## src/rtl/sram_mem_controller.sv

```systemverilog
`default_nettype none
// ============================================================================
//  Module   : sram_mem_controller
//  Purpose  : Bridges MEM-stage data accesses onto an external 16-bit
//             asynchronous SRAM. A 32-bit word is transferred as two 16-bit
//             halves (low half first), each held on the bus for WAIT_CYCLES
//             clocks. While an access is in flight `ready` is low, and the
//             pipeline uses it as its freeze signal.
//  Revision : 1.0  initial release
// ----------------------------------------------------------------------------
//  Parameters
//    WAIT_CYCLES  cycles each half-access is held on the bus (1..15)
//    BASE_ADDR    byte address that maps to SRAM word 0
//    SRAM_AW      SRAM address width in 16-bit locations
//  Ports
//    clk, rst          clock, synchronous active-high reset
//    rd_en, wr_en      MEM-stage load / store request (store wins if both)
//    address           byte address (ALU result), bits [1:0] ignored
//    write_data        store data
//    read_data         assembled load data, held until the next load
//    ready             low while an access is pending
//    sram_addr         SRAM location {word index, half}
//    sram_dq_out       data driven onto the SRAM DQ pads
//    sram_dq_in        data returned from the SRAM DQ pads
//    sram_dq_oe        DQ pad output enable (1 = drive)
//    sram_we_n         SRAM write strobe, active-low
//  Optional feature (macro SRAM_CTRL_STATS_EN)
//    rd_count, wr_count  16-bit wrapping counts of completed loads / stores
// ============================================================================
module sram_mem_controller #(
   parameter int          WAIT_CYCLES = 2,
   parameter logic [31:0] BASE_ADDR   = 32'd1024,
   parameter int          SRAM_AW     = 18
) (
   input  logic               clk,
   input  logic               rst,
   input  logic               rd_en,
   input  logic               wr_en,
   input  logic [31:0]        address,
   input  logic [31:0]        write_data,
   output logic [31:0]        read_data,
   output logic               ready,
   output logic [SRAM_AW-1:0] sram_addr,
   output logic [15:0]        sram_dq_out,
   input  logic [15:0]        sram_dq_in,
   output logic               sram_dq_oe,
`ifdef SRAM_CTRL_STATS_EN
   output logic [15:0]        rd_count,
   output logic [15:0]        wr_count,
`endif
   output logic               sram_we_n
);

   // Word index occupies every SRAM address bit except the half selector.
   localparam int         IDX_W    = SRAM_AW - 1;
   localparam logic [3:0] LAST_CNT = 4'(WAIT_CYCLES - 1);

   typedef enum logic [1:0] {
      S_IDLE = 2'd0,
      S_LOW  = 2'd1,
      S_HIGH = 2'd2,
      S_DONE = 2'd3
   } state_t;

   state_t           state;
   logic [3:0]       wait_cnt;
   logic             op_write;
   logic [IDX_W-1:0] word_idx_q;
   logic [15:0]      wdata_hi_q;

   logic             req;
   logic [31:0]      addr_diff;
   logic [IDX_W-1:0] word_idx;
   logic             phase_end;

   assign req       = rd_en | wr_en;
   // Out-of-window addresses wrap silently through the truncation.
   assign addr_diff = address - BASE_ADDR;
   assign word_idx  = IDX_W'(addr_diff >> 2);
   assign phase_end = (wait_cnt == LAST_CNT);

   // In IDLE, a request drops ready in the same cycle so the pipeline
   // freezes before the access is even launched.
   assign ready = (state == S_DONE) || ((state == S_IDLE) && !req);

   always_ff @(posedge clk) begin
      if (rst) begin
         state       <= S_IDLE;
         wait_cnt    <= 4'd0;
         op_write    <= 1'b0;
         word_idx_q  <= '0;
         wdata_hi_q  <= 16'd0;
         read_data   <= 32'd0;
         sram_addr   <= '0;
         sram_dq_out <= 16'd0;
         sram_dq_oe  <= 1'b0;
         sram_we_n   <= 1'b1;
`ifdef SRAM_CTRL_STATS_EN
         rd_count    <= 16'd0;
         wr_count    <= 16'd0;
`endif
      end else begin
         case (state)
            S_IDLE: begin
               if (req) begin
                  // Latch the whole request; later changes on the inputs
                  // are ignored until the access completes.
                  op_write   <= wr_en;
                  word_idx_q <= word_idx;
                  wdata_hi_q <= write_data[31:16];
                  wait_cnt   <= 4'd0;
                  state      <= S_LOW;
                  sram_addr  <= {word_idx, 1'b0};
                  sram_dq_oe <= wr_en;
                  sram_we_n  <= ~wr_en;
                  if (wr_en) begin
                     sram_dq_out <= write_data[15:0];
                  end
               end
            end

            S_LOW: begin
               if (phase_end) begin
                  wait_cnt  <= 4'd0;
                  state     <= S_HIGH;
                  sram_addr <= {word_idx_q, 1'b1};
                  if (op_write) begin
                     sram_dq_out <= wdata_hi_q;
                  end else begin
                     read_data[15:0] <= sram_dq_in;
                  end
               end else begin
                  wait_cnt <= wait_cnt + 4'd1;
               end
            end

            S_HIGH: begin
               if (phase_end) begin
                  wait_cnt   <= 4'd0;
                  state      <= S_DONE;
                  sram_dq_oe <= 1'b0;
                  sram_we_n  <= 1'b1;
                  if (!op_write) begin
                     read_data[31:16] <= sram_dq_in;
                  end
`ifdef SRAM_CTRL_STATS_EN
                  // Counted on entry to DONE, so the new value is visible
                  // during the DONE cycle; a reset here wins and skips it.
                  if (op_write) begin
                     wr_count <= wr_count + 16'd1;
                  end else begin
                     rd_count <= rd_count + 16'd1;
                  end
`endif
               end else begin
                  wait_cnt <= wait_cnt + 4'd1;
               end
            end

            S_DONE: begin
               state <= S_IDLE;
            end

            default: begin
               state <= S_IDLE;
            end
         endcase
      end
   end

endmodule
`default_nettype wire

```

## config.mk

```make
export PLATFORM = sky130hd
export DESIGN_NAME = sram_mem_controller
export DESIGN_NICKNAME = d
export VERILOG_FILES = /design/src/rtl/sram_mem_controller.sv
export SDC_FILE = /design/constraint.sdc
export NUM_CORES = 1
export LEC_CHECK = 0
export CAP_MARGIN = 10
export CORE_ASPECT_RATIO = 2
export CORE_MARGIN = 4
export CORE_UTILIZATION = 50
export CTS_BUF_LIST = sky130_fd_sc_hd__clkbuf_4 sky130_fd_sc_hd__clkbuf_8
export CTS_CLUSTER_SIZE = 12
export DETAILED_ROUTE_END_ITERATION = 6
export GPL_TIMING_DRIVEN = 0
export PLACE_DENSITY_LB_ADDON = 0.25
export SLEW_MARGIN = 20
export SYNTH_ARGS = -nofsm -noshare
export SYNTH_HDL_FRONTEND = slang
export SYNTH_SLANG_ARGS = --single-unit
```

## constraint.sdc

```tcl
create_clock -name clk -period 3.36 [get_ports clk]
set_input_delay 0.672 -clock clk [delete_from_list [all_inputs] [get_ports clk]]
set_output_delay 0.672 -clock clk [all_outputs]
set_load 0.02 [all_outputs]
```

==> Word level (Yosys, flattened, before mapping) <==
Cells that the tools add are included.
{ "totals": {"register_bits": 108, "in_bits": 84, "out_inout_bits": 69, "word_cells": 62} }
{ "op_classes": {"bitwise": 3, "n_mux": 21, "eq_ne": 9, "addsub": 2, "n_reduce_logical": 16} }
{ "ops": {"columns": ["operator", "count"], "rows": [
  ["two-way mux 16 bit", 4],
  ["two-way mux 18 bit", 2],
  ["one-hot mux 18 bit (2 select lines)", 1],
  ["one-hot mux 16 bit (2 select lines)", 1],
  ["subtractor 19 x 11 -> 19 bit, second input constant", 1],
  ["AND reduction 3 bit", 5],
  ["!= test 2 bit, second input constant", 5],
  ["two-way mux 4 bit", 2],
  ["one-hot mux 2 bit (4 select lines)", 1],
  ["one-hot mux 4 bit (2 select lines)", 1],
  ["two-way mux 2 bit", 3],
  ["nonzero test 2 bit", 3],
  ["AND reduction 5 bit", 1],
  ["adder 4 x 1 -> 4 bit, second input constant", 1],
  ["== test 2 bit, second input constant", 2],
  ["== test 4 x 1 -> 1 bit, second input constant", 1],
  ["two-way mux 1 bit", 4],
  ["one-hot mux 1 bit (2 select lines)", 2],
  ["AND reduction 2 bit", 2],
  ["== test 2 x 1 -> 1 bit, second input constant", 1],
  ["logical NOT 2 bit", 1],
  ["NOT 1 bit", 2],
  ["OR reduction 2 bit", 1],
  ["logical AND 1 bit", 1],
  ["other kinds (3)", 3]
]} }

==> Longest topological paths before layout <==
{ "depth": {"ltp_word": 4, "depth_mapped": 9, "depth_no_buf": 6} }

==> Least setup slack after synthesis <==
No wires, ideal clock.
{ "synth_timing": {"kind": "in2out", "startpoint": "input port wr_en", "endpoint": "output port ready", "t_arrival_ps": 1382, "t_required_ps": 2688, "cell_stages": 2, "slack_ps": 1306, "n_path_buf": 0, "path_cell_list": "or3b_2 > nand2b_1"} }
{ "synth_between": {"elab_chain_len": 4} }
{ "synth_rtl": {"columns": ["element", "line_no", "source"], "rows": [
  ["start: declaration", "38", "input logic wr_en,"],
  ["bitwise OR 1 bit", "76", "assign req = rd_en | wr_en;"],
  ["logical NOT 1 bit", "84", "assign ready = (state == S_DONE) || ((state == S_IDLE) && !req);"],
  ["logical AND 1 bit", "84", null],
  ["logical OR 1 bit", "84", null],
  ["end: declaration", "42", "output logic ready,"]
]} }
No other way between the ends.

==> Final worst setup path <==
Ends and elaborated chain as after synthesis.

==> metrics.yaml <==
cts_resized: 0
boundaryPins: 153
clk_latency_ps: 370
antenna_left: 0
num_antenna_cells: 0
post_cts_buffers: 0
whs_ps: 454
hpwlAfterDp_mm: 10.0
dr.pass1.iters: 4
routed_wl_mm: 12.7
track_usage_pct: 24.7
cts_tree: "done"
reg2reg_depth: 8
stdcell_count: 780
fmax_ghz: 0.313
start_util_pct: 51.5
power_density_nw_per_um2: 809
cts_max_path_buffers: 2
hold_end: "sram_addr[12]"
viasPerCell: 5.50
remaining_drc_errors: 0
cts-root-buf: "clkbuf_8"
endpoint_kind: "output pin"
drtIter0Drc: 171
slew_viol_final: 0
required_ps: 2690
worstHoldStart: "sram_addr[12]"
place.gp.congestion: 0.910
post-place-ws_ps: 165
die_h_um: 141
clock_sinks: 108
layout.nets: 768
grt_max_degree: 17
ys_async_sr_fraction_pct: 0
cts.htree.levels: 3
period_minus_slack_ps: 3190
drive_gt1_share_pct: 5.00
netlist.area_leader.share_pct: 48.5
hold_viol_final: 0
hp-class: "flop to flop"
dr_total_vias: 4293
wire_per_inst_um: 16.3
netlist-cell-type-count: 46
status: "finished clean"
fin_util_pct: 71.1
place_inst: 765
worstHoldPathCells: 2
die_w_um: 74.7
skew_ps: 7.34
rr_endpoint: "sram_dq_out[15]"
setup_ws_ps: 168
grt_pass1_vias: 4450
setup_viol: 0
dieArea_um2: 10600
cts_made_buffers: 9
vdd_drop_max_uv: 676
rsz0062_at_grt: "false"
yosysTopAreaCell: "dfxtp_1"
ys_seq_elements: 108
syn_nets: 620
synth_edf_count: 0
ys_warn_count: 0
num_rows: 48
path_class: "input pin to output pin"
worst_ep_arrival_time_ps: 2520
period_share_pct: 95.0
io_buffers: 137
p_leak_nw: 2.20
grt_pass1_wl_mm: 20.2
hold_buffers: 0
max_cap_viol_count: 0
ys.flop_type: "dfxtp_1"
r2r_slack_ps: 910
synthTopCellsByArea: "dfxtp_1, nand2_1, a21oi_1"
core_area_um2: 8650
relSlewSlack_pct: 42.9
critical_path.max_fanout: 7
startpoint_type: "input pin"
postSynthAreaPerCell_um2: 8.44
clk_pin_slew_ps: 90
syn_to_final_growth_pct: 38.0
syn_inst: 528
syn_area_um2: 4450
reg2reg_from: "state[0]"
setup_tns_ps: 0
max_slew.worst_pin.slew_ps: 854
globalRouteOverflowTotal: 0
yosysSeqAreaShare_pct: 48.5
antenna_found_initial: 0
sequential cells by signal (all words and copies together) (netlist names):
| register | count |
|---|---|
| sram_dq_out | 16 |
| wait_cnt | 4 |
| wdata_hi_q | 16 |
| word_idx_q | 17 |
| read_data | 32 |
| state | 2 |
| sram_we_n | 1 |
| op_write | 1 |
| sram_addr | 18 |
| sram_dq_oe | 1 |
cells in the final DEF, fill, tap and decap left out, types with 2 or more instances in the layout:
cell type,n
clkbuf_8,10
inv_1,7
nor2_1,45
o31ai_1,3
clkinvlp_4,2
or3_1,3
nor3_2,2
a211o_1,3
o211ai_1,3
a21oi_1,63
o21a_1,3
or2_2,2
dfxtp_1,108
nor2b_1,2
nand3_1,2
xnor2_1,5
buf_1,3
clkbuf_1,21
clkdlybuf4s50_1,137
mux2i_1,25
buf_2,8
nand3b_1,5
nand2b_1,3
ha_1,8
buf_6,2
o21ai_0,6
nand2_1,130
nor3_1,9
nand4b_1,2
nor3b_1,4
a211oi_1,33
cells by family after synthesis:
family	Yosys count	synth area share, %
buffers and inverters	42	4.19
and+or+nand+nor	217	21.3
xor gates and xnor gates	5	0.983
adders and majority gates	8	2.25
muxes	26	5.87
DFF	108	48.5
AOI/OAI and AO/OA	122	16.9
worst max-delay path: stages:
cell	delay [ps]
clkdlybuf4s50_1	540
or3b_2	590
nand2b_1	110
clkdlybuf4s50_1	610
per-layer routing:
layer	vias to the layer above	part of all wire, %	global-route usage (%)
li1	2097	-	-
met5	-	0	0
met2	158	56	46.2
met3	29	5.2	4.75
met4	0	3.0	12.5
met1	2009	35	24.3
stage by stage:
stage	power (mW)	cell area, um2
finish	4.97	6150
global route	5.28	6150
CTS	5.00	6150
detailed placement	4.21	5950
global placement	4.13	5950
floorplan	3.30	4450
final cells by class:
type,instances,area [um2]
clock buffers,11,145
repair buffers,137,1370
plain buffers,35,160
inverters,7,26.3
clock inverters,4,50.0
flip-flops and latches,108,2160
well taps,100,125
fillers,723,2500
multi-input cells,378,2110
worst max path at each step:
stage               startpoint  endpoint  slack [ps]  cells after the start
floorplan                wr_en     ready        1310                      2
global placement         wr_en     ready         170                      4
detailed placement       wr_en     ready         160                      4
CTS                      wr_en     ready         160                      4
global route             wr_en     ready         130                      4
finish                   wr_en     ready         170                      4
synthesized netlist by cell type, types with 5 or more instances:
cell type / n
mux2i_1: 25
xnor2_1: 5
ha_1: 8
clkbuf_1: 21
nor3_1: 9
nand3b_1: 5
buf_2: 8
nor2_1: 45
inv_1: 7
a211oi_1: 33
o21ai_0: 6
nand2_1: 130
dfxtp_1: 108
a21oi_1: 63
power by group:
part	leakage (nW)	internal (mW)	total (mW)	switching [mW]
combinational	1.22	1.01	2.39	1.38
clock	0.0948	0.368	0.789	0.421
sequential	0.886	1.61	1.80	0.190
total	2.20	2.99	4.97	1.99
Note: power is estimated with default switching activity, not from simulation.
